==> src/rtl/bp_pkg.sv <==
// Shared types for the branch-predictor training path: the resolved-branch
// record, the scheduler FSM encoding and the row hash used by the predictor.
package bp_pkg;

    localparam int BP_AMSB = 63;

    typedef struct packed {
        logic             pred;
        logic             tkn;
        logic [BP_AMSB:0] adr;
    } bp_rec_t;

    typedef enum logic {
        IDLE  = 1'b0,
        ISSUE = 1'b1
    } bp_state_e;

    // Row index into the perceptron weight table; must match the predictor
    function automatic logic [7:0] bp_row_hash(input logic [BP_AMSB:0] adr);
        return adr[7:0] ^ adr[15:8] ^ adr[23:16] ^ adr[31:24];
    endfunction

endpackage

==> src/rtl/bp_lane_compact.sv <==
// Packs the valid commit lanes into the low slots in lane order and reports
// how many there are.
module bp_lane_compact
    import bp_pkg::*;
#(
    parameter int LANES = 4
) (
    input  logic    [LANES-1:0]             v_i,
    input  bp_rec_t [LANES-1:0]             rec_i,
    output bp_rec_t [LANES-1:0]             rec_o,
    output logic    [$clog2(LANES+1)-1:0]   cnt_o
);

    localparam int CW = $clog2(LANES + 1);
    localparam int IW = $clog2(LANES);

    logic [CW-1:0] cnt;

    // Walk lanes low to high; each valid lane lands in the next free slot
    always_comb begin
        cnt   = '0;
        rec_o = '0;
        for (int i = 0; i < LANES; i++) begin
            if (v_i[i]) begin
                rec_o[cnt[IW-1:0]] = rec_i[i];
                cnt = cnt + 1'b1;
            end
        end
    end

    assign cnt_o = cnt;

endmodule

==> src/rtl/bp_train_scheduler.sv <==
// Collects resolved branches from the commit lanes into a FIFO and feeds them
// one at a time to the perceptron training port, holding back a record whose
// weight row was just trained until the read-modify-write gap has elapsed.
module bp_train_scheduler
    import bp_pkg::*;
#(
    parameter int LANES   = 4,
    parameter int DEPTH   = 16,
    parameter int RMW_GAP = 2,
    parameter int DCW     = 16
) (
    input  logic                            clk,
    input  logic                            rst,
    input  logic [LANES-1:0]                br_v,
    input  logic [LANES-1:0][BP_AMSB:0]     br_adr,
    input  logic [LANES-1:0]                br_tkn,
    input  logic [LANES-1:0]                br_pred,
    input  logic                            flush,
    output logic                            trn_v,
    input  logic                            trn_rdy,
    output logic [BP_AMSB:0]                trn_adr,
    output logic                            trn_tkn,
    output logic                            trn_pred,
    output logic [7:0]                      trn_row,
    output logic [$clog2(DEPTH):0]          q_cnt,
    output logic [DCW-1:0]                  drop_cnt
);

    localparam int AW  = $clog2(DEPTH);
    localparam int PW  = AW + 1;
    localparam int CW  = $clog2(LANES + 1);
    localparam int GW  = $clog2(RMW_GAP + 1);
    localparam int DW1 = DCW + 1;

    bp_rec_t [LANES-1:0] lane_rec, cmp_rec;
    logic    [CW-1:0]    n_in;

    bp_rec_t             mem_q [DEPTH];
    logic    [PW-1:0]    head_q, head_d, tail_q, tail_d;
    logic    [PW-1:0]    cnt, free, n_in_w, n_acc, n_drop;
    logic    [DCW-1:0]   drop_q, drop_d;
    logic    [DW1-1:0]   drop_sum;
    logic    [GW-1:0]    gap_q, gap_d, gap_nxt;

    bp_state_e           state_q;
    logic                trn_v_q;
    bp_rec_t             trn_rec_q;
    logic    [7:0]       trn_row_q, last_row_q;

    bp_rec_t             head_rec, nxt_rec;
    logic    [7:0]       head_row, nxt_row;
    logic                accept, load_ok, reissue;

    for (genvar i = 0; i < LANES; i++) begin : g_lane
        assign lane_rec[i] = '{pred: br_pred[i], tkn: br_tkn[i], adr: br_adr[i]};
    end

    bp_lane_compact #(.LANES(LANES)) u_compact (
        .v_i   (br_v),
        .rec_i (lane_rec),
        .rec_o (cmp_rec),
        .cnt_o (n_in)
    );

    // Room is judged on this cycle's occupancy; a same-cycle pop frees nothing
    assign cnt      = tail_q - head_q;
    assign free     = PW'(DEPTH) - cnt;
    assign n_in_w   = PW'(n_in);
    assign n_acc    = (n_in_w > free) ? free : n_in_w;
    assign n_drop   = n_in_w - n_acc;
    assign drop_sum = {1'b0, drop_q} + DW1'(n_drop);

    assign head_rec = mem_q[head_q[AW-1:0]];
    assign nxt_rec  = mem_q[head_q[AW-1:0] + AW'(1)];
    assign head_row = bp_row_hash(head_rec.adr);
    assign nxt_row  = bp_row_hash(nxt_rec.adr);

    // The head is loaded one cycle before trn_v rises, so the hazard is judged
    // against the gap count as it will stand when the request appears.
    assign accept  = trn_v_q & trn_rdy;
    assign load_ok = (state_q == IDLE) && !flush && (cnt != '0) &&
                     !((head_row == last_row_q) && (gap_nxt != '0));
    assign reissue = accept && !flush && (cnt > PW'(1)) && (nxt_row != trn_row_q);

    // Pointer, gap and drop-counter next state; flush keeps only a presented request
    always_comb begin
        head_d  = head_q + PW'(accept);
        tail_d  = flush ? head_q + PW'(state_q == ISSUE) : tail_q + n_acc;
        gap_nxt = (gap_q != '0) ? gap_q - 1'b1 : '0;
        gap_d   = accept ? GW'(RMW_GAP) : gap_nxt;
        drop_d  = flush ? drop_q : (drop_sum[DCW] ? '1 : drop_sum[DCW-1:0]);
    end

    // FIFO storage: accepted lanes land in consecutive slots from the tail
    always_ff @(posedge clk) begin
        if (!flush) begin
            for (int k = 0; k < LANES; k++) begin
                if (PW'(k) < n_acc)
                    mem_q[tail_q[AW-1:0] + AW'(k)] <= cmp_rec[k];
            end
        end
    end

    // Pointers, hazard gap counter and saturating drop counter
    always_ff @(posedge clk or negedge rst) begin
        if (!rst) begin
            head_q <= '0;
            tail_q <= '0;
            gap_q  <= '0;
            drop_q <= '0;
        end else begin
            head_q <= head_d;
            tail_q <= tail_d;
            gap_q  <= gap_d;
            drop_q <= drop_d;
        end
    end

    // Issue FSM: present the head, hold until accepted, chain when rows differ
    always_ff @(posedge clk or negedge rst) begin
        if (!rst) begin
            state_q    <= IDLE;
            trn_v_q    <= 1'b0;
            trn_rec_q  <= '0;
            trn_row_q  <= '0;
            last_row_q <= '0;
        end else begin
            case (state_q)
                IDLE: begin
                    if (load_ok) begin
                        state_q   <= ISSUE;
                        trn_v_q   <= 1'b1;
                        trn_rec_q <= head_rec;
                        trn_row_q <= head_row;
                    end
                end
                ISSUE: begin
                    if (accept) begin
                        last_row_q <= trn_row_q;
                        if (reissue) begin
                            trn_rec_q <= nxt_rec;
                            trn_row_q <= nxt_row;
                        end else begin
                            state_q <= IDLE;
                            trn_v_q <= 1'b0;
                        end
                    end
                end
            endcase
        end
    end

    assign trn_v    = trn_v_q;
    assign trn_adr  = trn_rec_q.adr;
    assign trn_tkn  = trn_rec_q.tkn;
    assign trn_pred = trn_rec_q.pred;
    assign trn_row  = trn_row_q;
    assign q_cnt    = cnt;
    assign drop_cnt = drop_q;

endmodule

==> config.mk <==
export PLATFORM = sky130hd
export DESIGN_NAME = bp_train_scheduler
export DESIGN_NICKNAME = d
export VERILOG_FILES = /design/src/rtl/bp_pkg.sv /design/src/rtl/bp_lane_compact.sv /design/src/rtl/bp_train_scheduler.sv
export SDC_FILE = /design/constraint.sdc
export NUM_CORES = 2
export LEC_CHECK = 0
export ABC_AREA = 1
export BUFFER_PORTS_ARGS = -buffer_cell sky130_fd_sc_hd__buf_2
export CAP_MARGIN = 25
export CORE_AREA = 3 3 563 565
export DETAILED_ROUTE_END_ITERATION = 10
export DIE_AREA = 0 0 566 568
export GPL_ROUTABILITY_DRIVEN = 0
export PLACE_DENSITY_LB_ADDON = 0.05
export SLEW_MARGIN = 10
export SYNTH_ARGS = -nofsm -noshare
export SYNTH_HDL_FRONTEND = slang
export SYNTH_HIERARCHICAL = 1
export SYNTH_SLANG_ARGS = --single-unit
==> constraint.sdc <==
create_clock -name clk -period 8.4 [get_ports clk]
set_input_delay 1.26 -clock clk [delete_from_list [all_inputs] [get_ports clk]]
set_output_delay 1.26 -clock clk [all_outputs]
set_load 0.02 [all_outputs]
After elaboration in Yosys (flattened, before gate mapping)
Memory sizes are Yosys's and may differ from the RTL's.
Cells that the tools add are included.
{"block": "classes", "n_addsub": 15, "n_lt_le_gt_ge": 12, "eq_ne": 6, "n_mux": 50, "n_bitwise": 8, "n_reduce_logical": 18}
{"cell": "$bwmux 264", "count": 3}
{"cell": "$mux 264", "count": 3}
{"cell": "$mux 66", "count": 7}
{"cell": "$demux 66 s2", "count": 3}
{"cell": "$pmux 66 s2", "count": 1}
{"cell": "$xor 8x8->8", "count": 6}
{"cell": "$mux 8", "count": 3}
{"cell": "$mux 1", "count": 19}
{"cell": "$add 16x5->17", "count": 1}
{"cell": "$mux 16", "count": 1}
{"cell": "$pmux 8 s2", "count": 1}
{"cell": "$add 5x1->5", "count": 2}
{"cell": "$logic_and 1x1->1", "count": 10}
{"cell": "$lt 1x5->1 const A", "count": 2}
{"cell": "$lt 2x5->1 const A", "count": 2}
{"cell": "$mux 5", "count": 2}
{"cell": "$mux 3", "count": 3}
{"cell": "$add 4x1->4 const B", "count": 2}
{"cell": "$add 4x2->4 const B", "count": 2}
{"cell": "$eq 8x8->1", "count": 1}
{"cell": "$ne 8x8->1", "count": 1}
{"cell": "$add 3x1->3 const B", "count": 2}
{"cell": "$lt 2x3->1 const B", "count": 2}
{"cell": "$reduce_and 3->1", "count": 2}
{"cell": "21 further kinds", "count": 28}
{"block": "word_totals", "reg_bits": 112, "mem_bits_rw": 1056, "in_bits": 272, "out_inout_bits": 96, "word_cells": 121, "memories": 1}
{"memory": "mem_q", "words": 16, "word_bits": 66, "read_ports": 2, "rd_clocked_by_memory_dff": 0, "wr": 4, "line_no": "bp_train_scheduler.sv:38", "source": "bp_rec_t mem_q [DEPTH];"}

Depth between registers and ports, before layout
{"block": "logic_depth", "depth_word": 13, "mapped_depth": 36, "depth_no_buf": 31}

Modules after synthesis
Netlist, hierarchy kept.
{"mod": "bp_train_scheduler", "instances": 1, "cells_per_inst": 11980, "area_per_inst_um2": 85719.7}
{"mod": "bp_lane_compact", "instances": 1, "cells_per_inst": 1781, "area_per_inst_um2": 7826.3}

Least setup slack after synthesis
Ideal clock, no wire load.
{"block": "synth_timing", "path_kind": "in2reg", "start": "in br_v[1]", "end": "mem mem_q[12][0] in the netlist's numbering (enable)", "arrival_ns": 6.407, "required_ns": 7.529, "path_slack_ns": 1.122, "cell_stages": 25, "cell_sequence": "clkbuf_1 > buf_2 > buf_2 > inv_1 > ha_1 > nand2_1 > nand2_2 > inv_2 > nand3_2 > buf_4 > buf_4 > o21ai_0 > ha_1 > nand3_1 > nand2_1 > a21oi_1 > nand3_2 > o21ai_2 > nand2_2 > nand2_4 > nor2_2 > nand2_1 > buf_2 > buf_1 > nand3_1"}
{"item": "start, declared", "line_no": "bp_train_scheduler.sv:14", "source": "input logic [LANES-1:0] br_v,"}
{"item": "end, declared", "line_no": "bp_train_scheduler.sv:38"}

==> results.toml <==
[run_status]
status = "complete, no violations"

[detailed_routing]
remaining_drc_errors = 0
via_count = 109877
viasPerCell = 6.340
firstDrtPassIters = 9
drt-total-wl_um = 623500
drt_iter0_drc = 20336
ant_nets = 0
route.detailed.wl_per_inst_um = 35.98

[layout]
syn_to_final_growth_pct = 10.93
final_util_pct = 33.27
layout.cells.non_filler = 17332
finalNetCount = 13365
drive_gt1_share_pct = 8.934

[global_route]
grt_usage_pct = 36.89
gr-total-overflow = 0
grt_pass1_vias = 97976
grt_pass1_wl_um = 839000
grt_start_max_net_pins = 204
antenna_found_initial = 45

[clocking]
cts_tree = "built"
path_clk_slew_ns = 0.06
numCtsBuffers = 167
clockBufferDepth = 4
cts.sinks = 1168
cts_root_buf = "clkbuf_16"
postCtsHoldBufs = 0
ctsHtreeMaxLevel = 4
cts_resized = 0
clkLatencyLatePin_ns = 0.88
cts_setup_buffers = 0

[sta]
relSlewSlack_pct = 11.32
fin_hold_ws_ns = 0.4087
finalCritPeriodShare_pct = 87.65
max_freq_mhz = 135.8
slew_violations = 0
setup_viol = 0
hold_viol_final = 0
setup_tns_ns = 0
rsz0062_at_grt = "no"
fin_crit_ns = 7.363
fin_skew_ns = 0.04068
worst_slew_pin_slew_ns = 1.330

[synthesis]
seq_area_frac_synth_pct = 36.89
synth_common_cells = "nand2_1 (2215), o21ai_0 (1904), a21oi_1 (1536)"
yosys_register_bits = 1168
synth_edf_count = 1056
synth.most_common_cell = "nand2_1"
synth_area_leaders = "edfxtp_1 (34%), o21ai_0 (10%), nand2_1 (8.9%)"
netlist_area_um2 = 93550
synth.largest_area_cell = "edfxtp_1"
synth_top_area_share_pct = 33.90
synthCells = 13761
synth_area_per_cell_um2 = 6.798
synth_nets = 14070
async_reset_ff_share_pct = 9.589
synth_cell_type_count = 51
yosys_most_used_dff = "edfxtp_1"
yosysWarnings = 6

[critical_path]
arrival_ns = 7.88
critical_path_depth = 25
cp_top_family = "simple AND/OR/NAND/NOR gates"
reg2reg_to = "mem_q[2][11]$_DFFE_PP_"
path_class = "in2reg"
startpoint_type = "input port"
endpoint = "mem_q[2][11]$_DFFE_PP_"
critPathMaxFanout = 38
r2r_slack_ns = 1.24
end_kind = "flop"
slowest_stage = "o21ai_0"
path_buf_inv = 6
path_common_cell = "nand2_4"
r2r-start = "head_q[0]$_DFF_PN0_"
required_ns = 8.91
worstSetupStartpoint = "br_v[1]"
r2r_cells = 22
slowest_delay_ns = 0.94

[power]
p_leak_nw = 42.50
power_density_nw_per_um2 = 233.6
peakVddDrop_mv = 0.2119

[floorplan]
die_area_um2 = 321500
placementRows = 205
die_x_um = 566
start_util_pct = 29.99
core_um2 = 311900
ios = 368
dieHeight_um = 568

[place]
dp_cells = 17014
port_buffers = 367
place_hpwl_um = 354300

[job]
maxCapViolations = 0

[min_path]
worstHoldPathType = "in2async"
[how the worst min path moves through the flow]
stage | startpoint | cells past startpoint | slack [ns] | end
2_1_floorplan | gap_q[0]$_DFF_PN0_ | 1 | 0.40 | gap_q[0]$_DFF_PN0_
4_1_cts | rst | 1 | 0.40 | trn_adr[20]$_DFFE_PN0P_
3_5_place_dp | gap_q[0]$_DFF_PN0_ | 1 | 0.42 | gap_q[0]$_DFF_PN0_
6_report | rst | 1 | 0.41 | trn_adr[20]$_DFFE_PN0P_
5_1_grt | rst | 1 | 0.44 | trn_adr[20]$_DFFE_PN0P_
3_3_place_gp | gap_q[0]$_DFF_PN0_ | 1 | 0.41 | gap_q[0]$_DFF_PN0_
[state kept, by name (all words and copies together), names as in the netlist]
name and count:
trn_row 8, trn_tkn 1, tail_q 5, mem_q 1056
drop_cnt 16, state_q 1, head_q 5, trn_v 1
last_row_q 8, trn_pred 1, gap_q 2, trn_adr 64
[placed cells by master, fill, tap and decap left out, drive strengths merged, types with 18 or more instances in the layout]
cell type / n
nand2: 2225
o21ai: 2119
a21oi: 1536
nor2: 1435
edfxtp: 1056
o22ai: 1039
inv: 999
nand3: 888
buf: 754
clkbuf: 216
o211ai: 182
nand4: 178
dfrtp: 112
nor3: 80
clkinv: 77
o221ai: 68
a32oi: 34
ha: 33
a211oi: 27
o21bai: 25
nand3b: 23
diode: 18
[cell families after synthesis]
family | synth area share, %
buf+inv | 11.37
simple gates | 21.44
xor+xnor | 0.2622
compound gates | 29.50
other cells | 0.004009
fa+ha+maj | 0.5270
flops | 36.89
[per-layer routing]
| layer | share of wire [%] | track usage (%) |
|---|---|---|
| met5 | 0.031 | 0 |
| met4 | 4.8 | 14.96 |
| met3 | 15 | 14.73 |
| met2 | 40 | 52.10 |
| met1 | 40 | 49.61 |
[where the power goes]
| part | internal, mW | total, mW | leakage, nW | switching [mW] |
|---|---|---|---|---|
| logic | 2.14 | 8.87 | 28.9 | 6.73 |
| clock network | 3.99 | 7.08 | 2.44 | 3.08 |
| registers | 7.86 | 8.31 | 11.1 | 0.444 |
[worst register-to-register path: stages, from the launching register on]
cell      delay (ns)
dfrtp_4         0.84
ha_1            0.31
inv_1           0.07
fa_1            0.57
inv_1           0.10
ha_1            0.21
xor2_1          0.23
ha_1            0.30
nand3_1         0.10
nand2_1         0.05
a21oi_1         0.21
nand3_2         0.17
nand2_1         0.11
nand2_2         0.10
nand2_2         0.11
nand2_4         0.11
nor2_4          0.43
nand2_4         0.39
buf_4           0.42
buf_4           0.37
o211ai_1        0.29
o21ai_0         0.39
o21ai_0         0.95
[area by class of cell]
cell class,count,area [um^2]
tap,4140,5180
sequential,1168,34530
timing repair buffer,755,5878
antenna,18,45.04
clock buffer,215,4412
inverter,1019,3916
clock inverter,72,618.1
multi-input combinational,9945,49200
fill,33343,208100
[per-stage QoR]
step | cell area (um^2) | total power, mW | setup slack, ns
after CTS | 103500 | 23.87 | 1.319
final | 103800 | 24.25 | 1.037
after global placement | 98400 | 16.76 | 0.3227
after detailed placement | 98500 | 16.83 | 0.3994
after global routing | 103700 | 25.02 | 0.9350
after floorplan | 93550 | 12.94 | 1.122
Note: power is estimated with default switching activity, not from simulation.
